**src/rtl/io_uart.sv**
```systemverilog
// io_uart: byte-wide memory-mapped UART (8N1) with a small TX FIFO and an RX
// holding register.
// Optional feature macro: IO_UART_IRQ_EN. When it is defined, the IE register
// and a registered level irq are present; otherwise IE reads 0 and irq is 0.
module io_uart #(
  parameter int          TX_DEPTH  = 2,
  parameter logic [15:0] DIV_RESET = 16'd103
) (
  input  logic       clk,
  input  logic       reset,
  input  logic       reg_write,
  input  logic       reg_read,
  input  logic [3:0] reg_addr,
  input  logic [7:0] reg_wdata,
  output logic [7:0] reg_rdata,
  input  logic       rxd,
  output logic       txd,
  output logic       irq
);
  localparam int          AW      = $clog2(TX_DEPTH);
  localparam logic [AW:0] PTR_ONE = (AW+1)'(1);

  typedef enum logic [1:0] {S_IDLE, S_START, S_DATA, S_STOP} state_e;

  // register bus decode
  logic wr_data, wr_status, wr_div_lo, wr_div_hi, rd_data;
  assign wr_data   = reg_write && (reg_addr == 4'd0);
  assign wr_status = reg_write && (reg_addr == 4'd1);
  assign wr_div_lo = reg_write && (reg_addr == 4'd2);
  assign wr_div_hi = reg_write && (reg_addr == 4'd3);
  assign rd_data   = reg_read  && (reg_addr == 4'd0);

  logic [15:0] div_q, div_d;

  // TX FIFO: extra pointer bit distinguishes full from empty
  logic [7:0]  fifo_q [TX_DEPTH];
  logic [AW:0] wptr_q, rptr_q;
  logic        fifo_empty, fifo_full, tx_push, tx_pop;
  assign fifo_empty = (wptr_q == rptr_q);
  assign fifo_full  = (wptr_q[AW] != rptr_q[AW]) && (wptr_q[AW-1:0] == rptr_q[AW-1:0]);
  assign tx_push    = wr_data && !fifo_full;

  state_e      tx_state_q, tx_state_d;
  logic [15:0] tx_cnt_q, tx_cnt_d;
  logic [2:0]  tx_bit_q, tx_bit_d;
  logic [7:0]  tx_sh_q, tx_sh_d;
  logic        txd_q, txd_d;
  logic        tx_idle;
  assign tx_idle = fifo_empty && (tx_state_q == S_IDLE);
  assign txd     = txd_q;

  state_e      rx_state_q, rx_state_d;
  logic [15:0] rx_cnt_q, rx_cnt_d;
  logic [2:0]  rx_bit_q, rx_bit_d;
  logic [7:0]  rx_sh_q, rx_sh_d;
  logic [7:0]  rx_data_q, rx_data_d;
  logic        rx_valid_q, rx_valid_d, overrun_q, overrun_d, frame_err_q, frame_err_d;
  logic        rx_s1_q, rx_s2_q, rx_prev_q;

  // FIFO storage; contents are don't-care while the pointers say empty
  always_ff @(posedge clk) begin
    if (tx_push) fifo_q[wptr_q[AW-1:0]] <= reg_wdata;
  end

  // state and datapath registers
  always_ff @(posedge clk or negedge reset) begin
    if (!reset) begin
      div_q       <= DIV_RESET;
      wptr_q      <= '0;
      rptr_q      <= '0;
      tx_state_q  <= S_IDLE;
      tx_cnt_q    <= '0;
      tx_bit_q    <= '0;
      tx_sh_q     <= '0;
      txd_q       <= 1'b1;
      rx_state_q  <= S_IDLE;
      rx_cnt_q    <= '0;
      rx_bit_q    <= '0;
      rx_sh_q     <= '0;
      rx_data_q   <= '0;
      rx_valid_q  <= 1'b0;
      overrun_q   <= 1'b0;
      frame_err_q <= 1'b0;
      rx_s1_q     <= 1'b1;
      rx_s2_q     <= 1'b1;
      rx_prev_q   <= 1'b1;
    end else begin
      div_q       <= div_d;
      if (tx_push) wptr_q <= wptr_q + PTR_ONE;
      if (tx_pop)  rptr_q <= rptr_q + PTR_ONE;
      tx_state_q  <= tx_state_d;
      tx_cnt_q    <= tx_cnt_d;
      tx_bit_q    <= tx_bit_d;
      tx_sh_q     <= tx_sh_d;
      txd_q       <= txd_d;
      rx_state_q  <= rx_state_d;
      rx_cnt_q    <= rx_cnt_d;
      rx_bit_q    <= rx_bit_d;
      rx_sh_q     <= rx_sh_d;
      rx_data_q   <= rx_data_d;
      rx_valid_q  <= rx_valid_d;
      overrun_q   <= overrun_d;
      frame_err_q <= frame_err_d;
      rx_s1_q     <= rxd;
      rx_s2_q     <= rx_s1_q;
      rx_prev_q   <= rx_s2_q;
    end
  end

  // divisor register; the counters pick up a new value on their next reload
  always_comb begin
    div_d = div_q;
    if (wr_div_lo) div_d[7:0]  = reg_wdata;
    if (wr_div_hi) div_d[15:8] = reg_wdata;
  end

  // TX FSM: START/DATA/STOP each last DIV+1 cycles; STOP chains into START if more data
  always_comb begin
    tx_state_d = tx_state_q;
    tx_cnt_d   = tx_cnt_q;
    tx_bit_d   = tx_bit_q;
    tx_sh_d    = tx_sh_q;
    txd_d      = txd_q;
    tx_pop     = 1'b0;
    case (tx_state_q)
      S_IDLE: begin
        if (!fifo_empty) begin
          tx_pop     = 1'b1;
          tx_sh_d    = fifo_q[rptr_q[AW-1:0]];
          txd_d      = 1'b0;
          tx_cnt_d   = div_q;
          tx_state_d = S_START;
        end
      end
      S_START: begin
        if (tx_cnt_q == 16'd0) begin
          txd_d      = tx_sh_q[0];
          tx_sh_d    = tx_sh_q >> 1;
          tx_bit_d   = 3'd0;
          tx_cnt_d   = div_q;
          tx_state_d = S_DATA;
        end else begin
          tx_cnt_d = tx_cnt_q - 16'd1;
        end
      end
      S_DATA: begin
        if (tx_cnt_q == 16'd0) begin
          tx_cnt_d = div_q;
          if (tx_bit_q == 3'd7) begin
            txd_d      = 1'b1;
            tx_state_d = S_STOP;
          end else begin
            txd_d    = tx_sh_q[0];
            tx_sh_d  = tx_sh_q >> 1;
            tx_bit_d = tx_bit_q + 3'd1;
          end
        end else begin
          tx_cnt_d = tx_cnt_q - 16'd1;
        end
      end
      S_STOP: begin
        if (tx_cnt_q == 16'd0) begin
          if (!fifo_empty) begin
            tx_pop     = 1'b1;
            tx_sh_d    = fifo_q[rptr_q[AW-1:0]];
            txd_d      = 1'b0;
            tx_cnt_d   = div_q;
            tx_state_d = S_START;
          end else begin
            tx_state_d = S_IDLE;
          end
        end else begin
          tx_cnt_d = tx_cnt_q - 16'd1;
        end
      end
      default: tx_state_d = S_IDLE;
    endcase
  end

  // RX FSM plus holding register/status; a same-cycle DATA read frees the slot
  always_comb begin
    rx_state_d  = rx_state_q;
    rx_cnt_d    = rx_cnt_q;
    rx_bit_d    = rx_bit_q;
    rx_sh_d     = rx_sh_q;
    rx_data_d   = rx_data_q;
    rx_valid_d  = rx_valid_q;
    overrun_d   = overrun_q;
    frame_err_d = frame_err_q;
    if (rd_data) rx_valid_d = 1'b0;
    if (wr_status && reg_wdata[3]) overrun_d   = 1'b0;
    if (wr_status && reg_wdata[4]) frame_err_d = 1'b0;
    case (rx_state_q)
      S_IDLE: begin
        if (rx_prev_q && !rx_s2_q) begin
          rx_cnt_d   = div_q >> 1;
          rx_state_d = S_START;
        end
      end
      S_START: begin
        if (rx_cnt_q == 16'd0) begin
          if (rx_s2_q) begin
            rx_state_d = S_IDLE;
          end else begin
            rx_cnt_d   = div_q;
            rx_bit_d   = 3'd0;
            rx_state_d = S_DATA;
          end
        end else begin
          rx_cnt_d = rx_cnt_q - 16'd1;
        end
      end
      S_DATA: begin
        if (rx_cnt_q == 16'd0) begin
          rx_sh_d  = {rx_s2_q, rx_sh_q[7:1]};
          rx_cnt_d = div_q;
          if (rx_bit_q == 3'd7) rx_state_d = S_STOP;
          else                  rx_bit_d   = rx_bit_q + 3'd1;
        end else begin
          rx_cnt_d = rx_cnt_q - 16'd1;
        end
      end
      S_STOP: begin
        if (rx_cnt_q == 16'd0) begin
          rx_state_d = S_IDLE;
          if (!rx_s2_q) begin
            frame_err_d = 1'b1;
          end else if (!rx_valid_q || rd_data) begin
            rx_data_d  = rx_sh_q;
            rx_valid_d = 1'b1;
          end else begin
            overrun_d = 1'b1;
          end
        end else begin
          rx_cnt_d = rx_cnt_q - 16'd1;
        end
      end
      default: rx_state_d = S_IDLE;
    endcase
  end

`ifdef IO_UART_IRQ_EN
  logic [1:0] ie_q;
  logic       irq_q;

  // interrupt enable register and registered level interrupt
  always_ff @(posedge clk or negedge reset) begin
    if (!reset) begin
      ie_q  <= 2'b00;
      irq_q <= 1'b0;
    end else begin
      if (reg_write && (reg_addr == 4'd4)) ie_q <= reg_wdata[1:0];
      irq_q <= (ie_q[0] & rx_valid_q) | (ie_q[1] & tx_idle);
    end
  end
  assign irq = irq_q;
`else
  assign irq = 1'b0;
`endif

  // combinational read mux; unmapped addresses read 0
  always_comb begin
    reg_rdata = 8'h00;
    case (reg_addr)
      4'd0: reg_rdata = rx_data_q;
      4'd1: reg_rdata = {3'b000, frame_err_q, overrun_q, tx_idle, fifo_full, rx_valid_q};
      4'd2: reg_rdata = div_q[7:0];
      4'd3: reg_rdata = div_q[15:8];
`ifdef IO_UART_IRQ_EN
      4'd4: reg_rdata = {6'b000000, ie_q};
`endif
      default: reg_rdata = 8'h00;
    endcase
  end

endmodule
```
**config.mk**
```make
export PLATFORM = sky130hd
export DESIGN_NAME = io_uart
export DESIGN_NICKNAME = d
export VERILOG_FILES = /design/src/rtl/io_uart.sv
export SDC_FILE = /design/constraint.sdc
export NUM_CORES = 1
export LEC_CHECK = 0
export ABC_AREA = 1
export BUFFER_PORTS_ARGS = -buffer_cell sky130_fd_sc_hd__buf_2
export CAP_MARGIN = 20
export CORE_ASPECT_RATIO = 0.5
export CORE_MARGIN = 2
export CORE_UTILIZATION = 42
export CTS_CLUSTER_DIAMETER = 40
export DETAILED_ROUTE_END_ITERATION = 12
export PLACE_DENSITY_LB_ADDON = 0.3
export SYNTH_ARGS = -nofsm -noshare
export SYNTH_HDL_FRONTEND = slang
export SYNTH_SLANG_ARGS = --single-unit
```
**constraint.sdc**
```tcl
create_clock -name clk -period 1.6 [get_ports clk]
set_input_delay 0.32 -clock clk [delete_from_list [all_inputs] [get_ports clk]]
set_output_delay 0.32 -clock clk [all_outputs]
set_load 0.005 [all_outputs]
```
==> reports/results.ini <==
[status]
status=finished, violations left
violations=setup timing

[timing]
skew_ns=0.01373
setup_viol=67
hold_viol=0
rsz0062_at_grt=true
max_clock_freq_mhz=535.2
finalCritPeriodShare=1.168
final_max_slew_viol_count=0
whs_ns=0.04430
fin_ws_ns=-0.2685
fin_crit_ns=1.868

[synthesis]
synth_top_area_share=0.3104
ys_types=46
synth-edff-count=16
yosysMostFrequentCell=nand2_1
async_reset_ff_frac=0.8532
synth_fp_nets=971
synth_area_um2=6773
synth_largest_area_cell=dfrtp_1
yosys-top-cells-count=nand2_1, inv_1, dfrtp_1, o21ai_0, nand3_1
syn_inst=936
synth_warnings=0
synthTopCellsByArea=dfrtp_1, nand2_1, edfxtp_1
avgSynthCellArea_um2=7.236
ys_seq_area_frac=0.4162
ys_ff_latch=109
synthFlopType=dfrtp_1

[setup_path]
crit_type=reg -> out
crit_path_start_kind=flip-flop
critPathRequiredTime_ns=1.28
worstSetupEndpointType=output pin
path_max_fanout=2
crit_arrival_ns=1.55

[finish]
fillers=1214
drive_above_1_share=0.4124
fin_util=0.6269
nets=1131
antenna_cells=0
area_growth_pct=44.17
instances_no_fill=1305

[die]
die_h_um=93.80
initial_core_util=0.4348
core_um2=15570
fp.dieArea_um2=17220
io_pins=27
std_cell_rows=32
fp.dieW_um=183.6

[clocking]
cts_htree_levels=3
cts_sinks=109
clock_path_buffers=2
clk_root_buffer_cell=clkbuf_16
worstSkewPairLatency_ns=0.36
path_clk_slew_ns=0.09
cts_buffers=9
cts_tree=done

[drt]
vias_per_cell=5.425
drt-initial-drc-count=735
drc=0
wl_mm=22.49
drtPass1Iterations=7
ant_nets=0
via_count=7079
routedWlPerCell_um=17.24

[power]
vdd_ir_drop_max_uv=972.0
leakagePower_nw=4.802
cellPowerDensity_nw_per_um2=2092
total_power_mw=20.43

[global_routing]
antenna_found_initial=0
grt_pass1_vias=6831
grt_max_degree=35
globalRouteOverflowTotal=0
grt_util_all_layers=0.2574
grt_pass1_wl_mm=34.60

[place]
place_ws_ns=-0.1145
place_hpwl_mm=13.65
gp_congestion=0.8853
dp.cells=1243
portBuffers=25

[hold_path]
hold_class=in -> reg

[job]
maxCapViolCount=0

==> kinds of logic (layout without fill, tap and decap cells) <==
| kind of cell | after synthesis | in the layout | synth area share |
|---|---|---|---|
| buffers and inverters | 137 | 297 | 0.08720 |
| adders and majority gates | 18 | 18 | 0.03325 |
| and+or+nand+nor | 515 | 520 | 0.3211 |
| other | 1 | 1 | 0.0005537 |
| AOI/OAI and AO/OA | 138 | 138 | 0.1184 |
| xor gates and xnor gates | 18 | 18 | 0.02328 |
| DFF | 109 | 109 | 0.4162 |
==> path summary, 6_finish.rpt <==
kind,cells after the start,slack (ns),endpoint,start
min,1,0.04,rx_s1_q,rxd
min reg2reg,0,0.36,rx_s2_q,rx_s1_q
max in group asynchronous,3,0.49,div_q[6],reset
max reg2reg,11,-0.17,rx_cnt_q[1],rx_cnt_q[0]
max,6,-0.27,reg_rdata[1],wptr_q[1]
min in group asynchronous,2,0.43,rx_data_q[5],reset
==> layout make-up <==
type	instances	area (um^2)	area share
Multi-Input combinational cell	695	4423	0.4530
Sequential cell	109	2833	0.2901
Timing Repair Buffer	170	1508	0.1544
Inverter	111	445.4	0.04562
Tap cell	204	255.2	0.02614
Clock buffer	9	225.2	0.02307
Clock inverter	7	75.07	0.007688
==> power by group <==
| part | internal [mW] | total [mW] | switching (mW) |
|---|---|---|---|
| Clock | 1.12 | 2.33 | 1.21 |
| Combinational | 5.86 | 13.8 | 7.97 |
| Sequential | 3.56 | 4.27 | 0.715 |
==> through the flow <==
step | cell area, um^2 | setup TNS (ns)
5_1_grt | 9764 | -10.01
3_3_place_gp | 7864 | -1.307
3_5_place_dp | 7864 | -3.348
2_1_floorplan | 6789 | 0
6_report | 9764 | -4.337
4_1_cts | 9095 | -1.499
==> per-layer routing <==
layer | wire, um | global-route usage | part of all wire
met1 | 9620 | 0.3349 | 0.43
met2 | 10770 | 0.4497 | 0.48
met3 | 1532 | 0.03760 | 0.068
met4 | 571 | 0.07333 | 0.025
met5 | 0 | 0 | 0
==> sequential cells by signal, summed over array words and instances (netlist names), named ones only <==
| signal | flops |
|---|---|
| div_q | 16 |
| tx_state_q | 2 |
| fifo_q | 16 |
| wptr_q | 2 |
| tx_cnt_q | 16 |
| rx_cnt_q | 16 |
| rx_bit_q | 3 |
| rptr_q | 2 |
| overrun_q | 1 |
| rx_valid_q | 1 |
| rx_prev_q | 1 |
| rx_sh_q | 8 |
| txd | 1 |
| rx_state_q | 1 |
| rx_s2_q | 1 |
| rx_s1_q | 1 |
| tx_bit_q | 3 |
| rx_data_q | 8 |
| tx_sh_q | 8 |
| frame_err_q | 1 |
==> cells in the final DEF (no fill, tap or decap), drive strengths merged, types with 2 or more instances in the layout <==
cell	netlist	layout
inv	109	112
o221ai	3	3
ha	18	18
clkinv	2	6
xnor2	3	3
o21bai	2	2
o2111ai	4	4
dfrtp	84	84
clkbuf	8	9
nand4	4	5
edfxtp	16	16
o211ai	3	3
nor3	6	6
dfstp	9	9
nand3	61	61
buf	18	169
or2	3	3
nand2	372	372
xor2	15	15
nand3b	4	5
o21ai	104	104
nor2	64	67
a21oi	19	19
==> what timing repair did <==
| item | in CTS | in global routing |
|---|---|---|
| endpoints found under the hold margin | 22 | 0 |
| pin swaps | 55 | 78 |
| buffers inserted | 35 | 9 |
| hold buffers | 1 | 0 |
| gates cloned | 9 | 1 |
| resized for setup | 144 | 227 |
| setup endpoints to repair | 85 | 96 |
==> worst max-delay path, cell delays in order (launching register included) <==
cell and delay (ns):
dfrtp_1 0.42, xnor2_2 0.20, nand2b_4 0.18, o22ai_2 0.07, a21oi_1 0.13, nand2_1 0.06
buf_2 0.12
(Power assumes the default switching activity.)
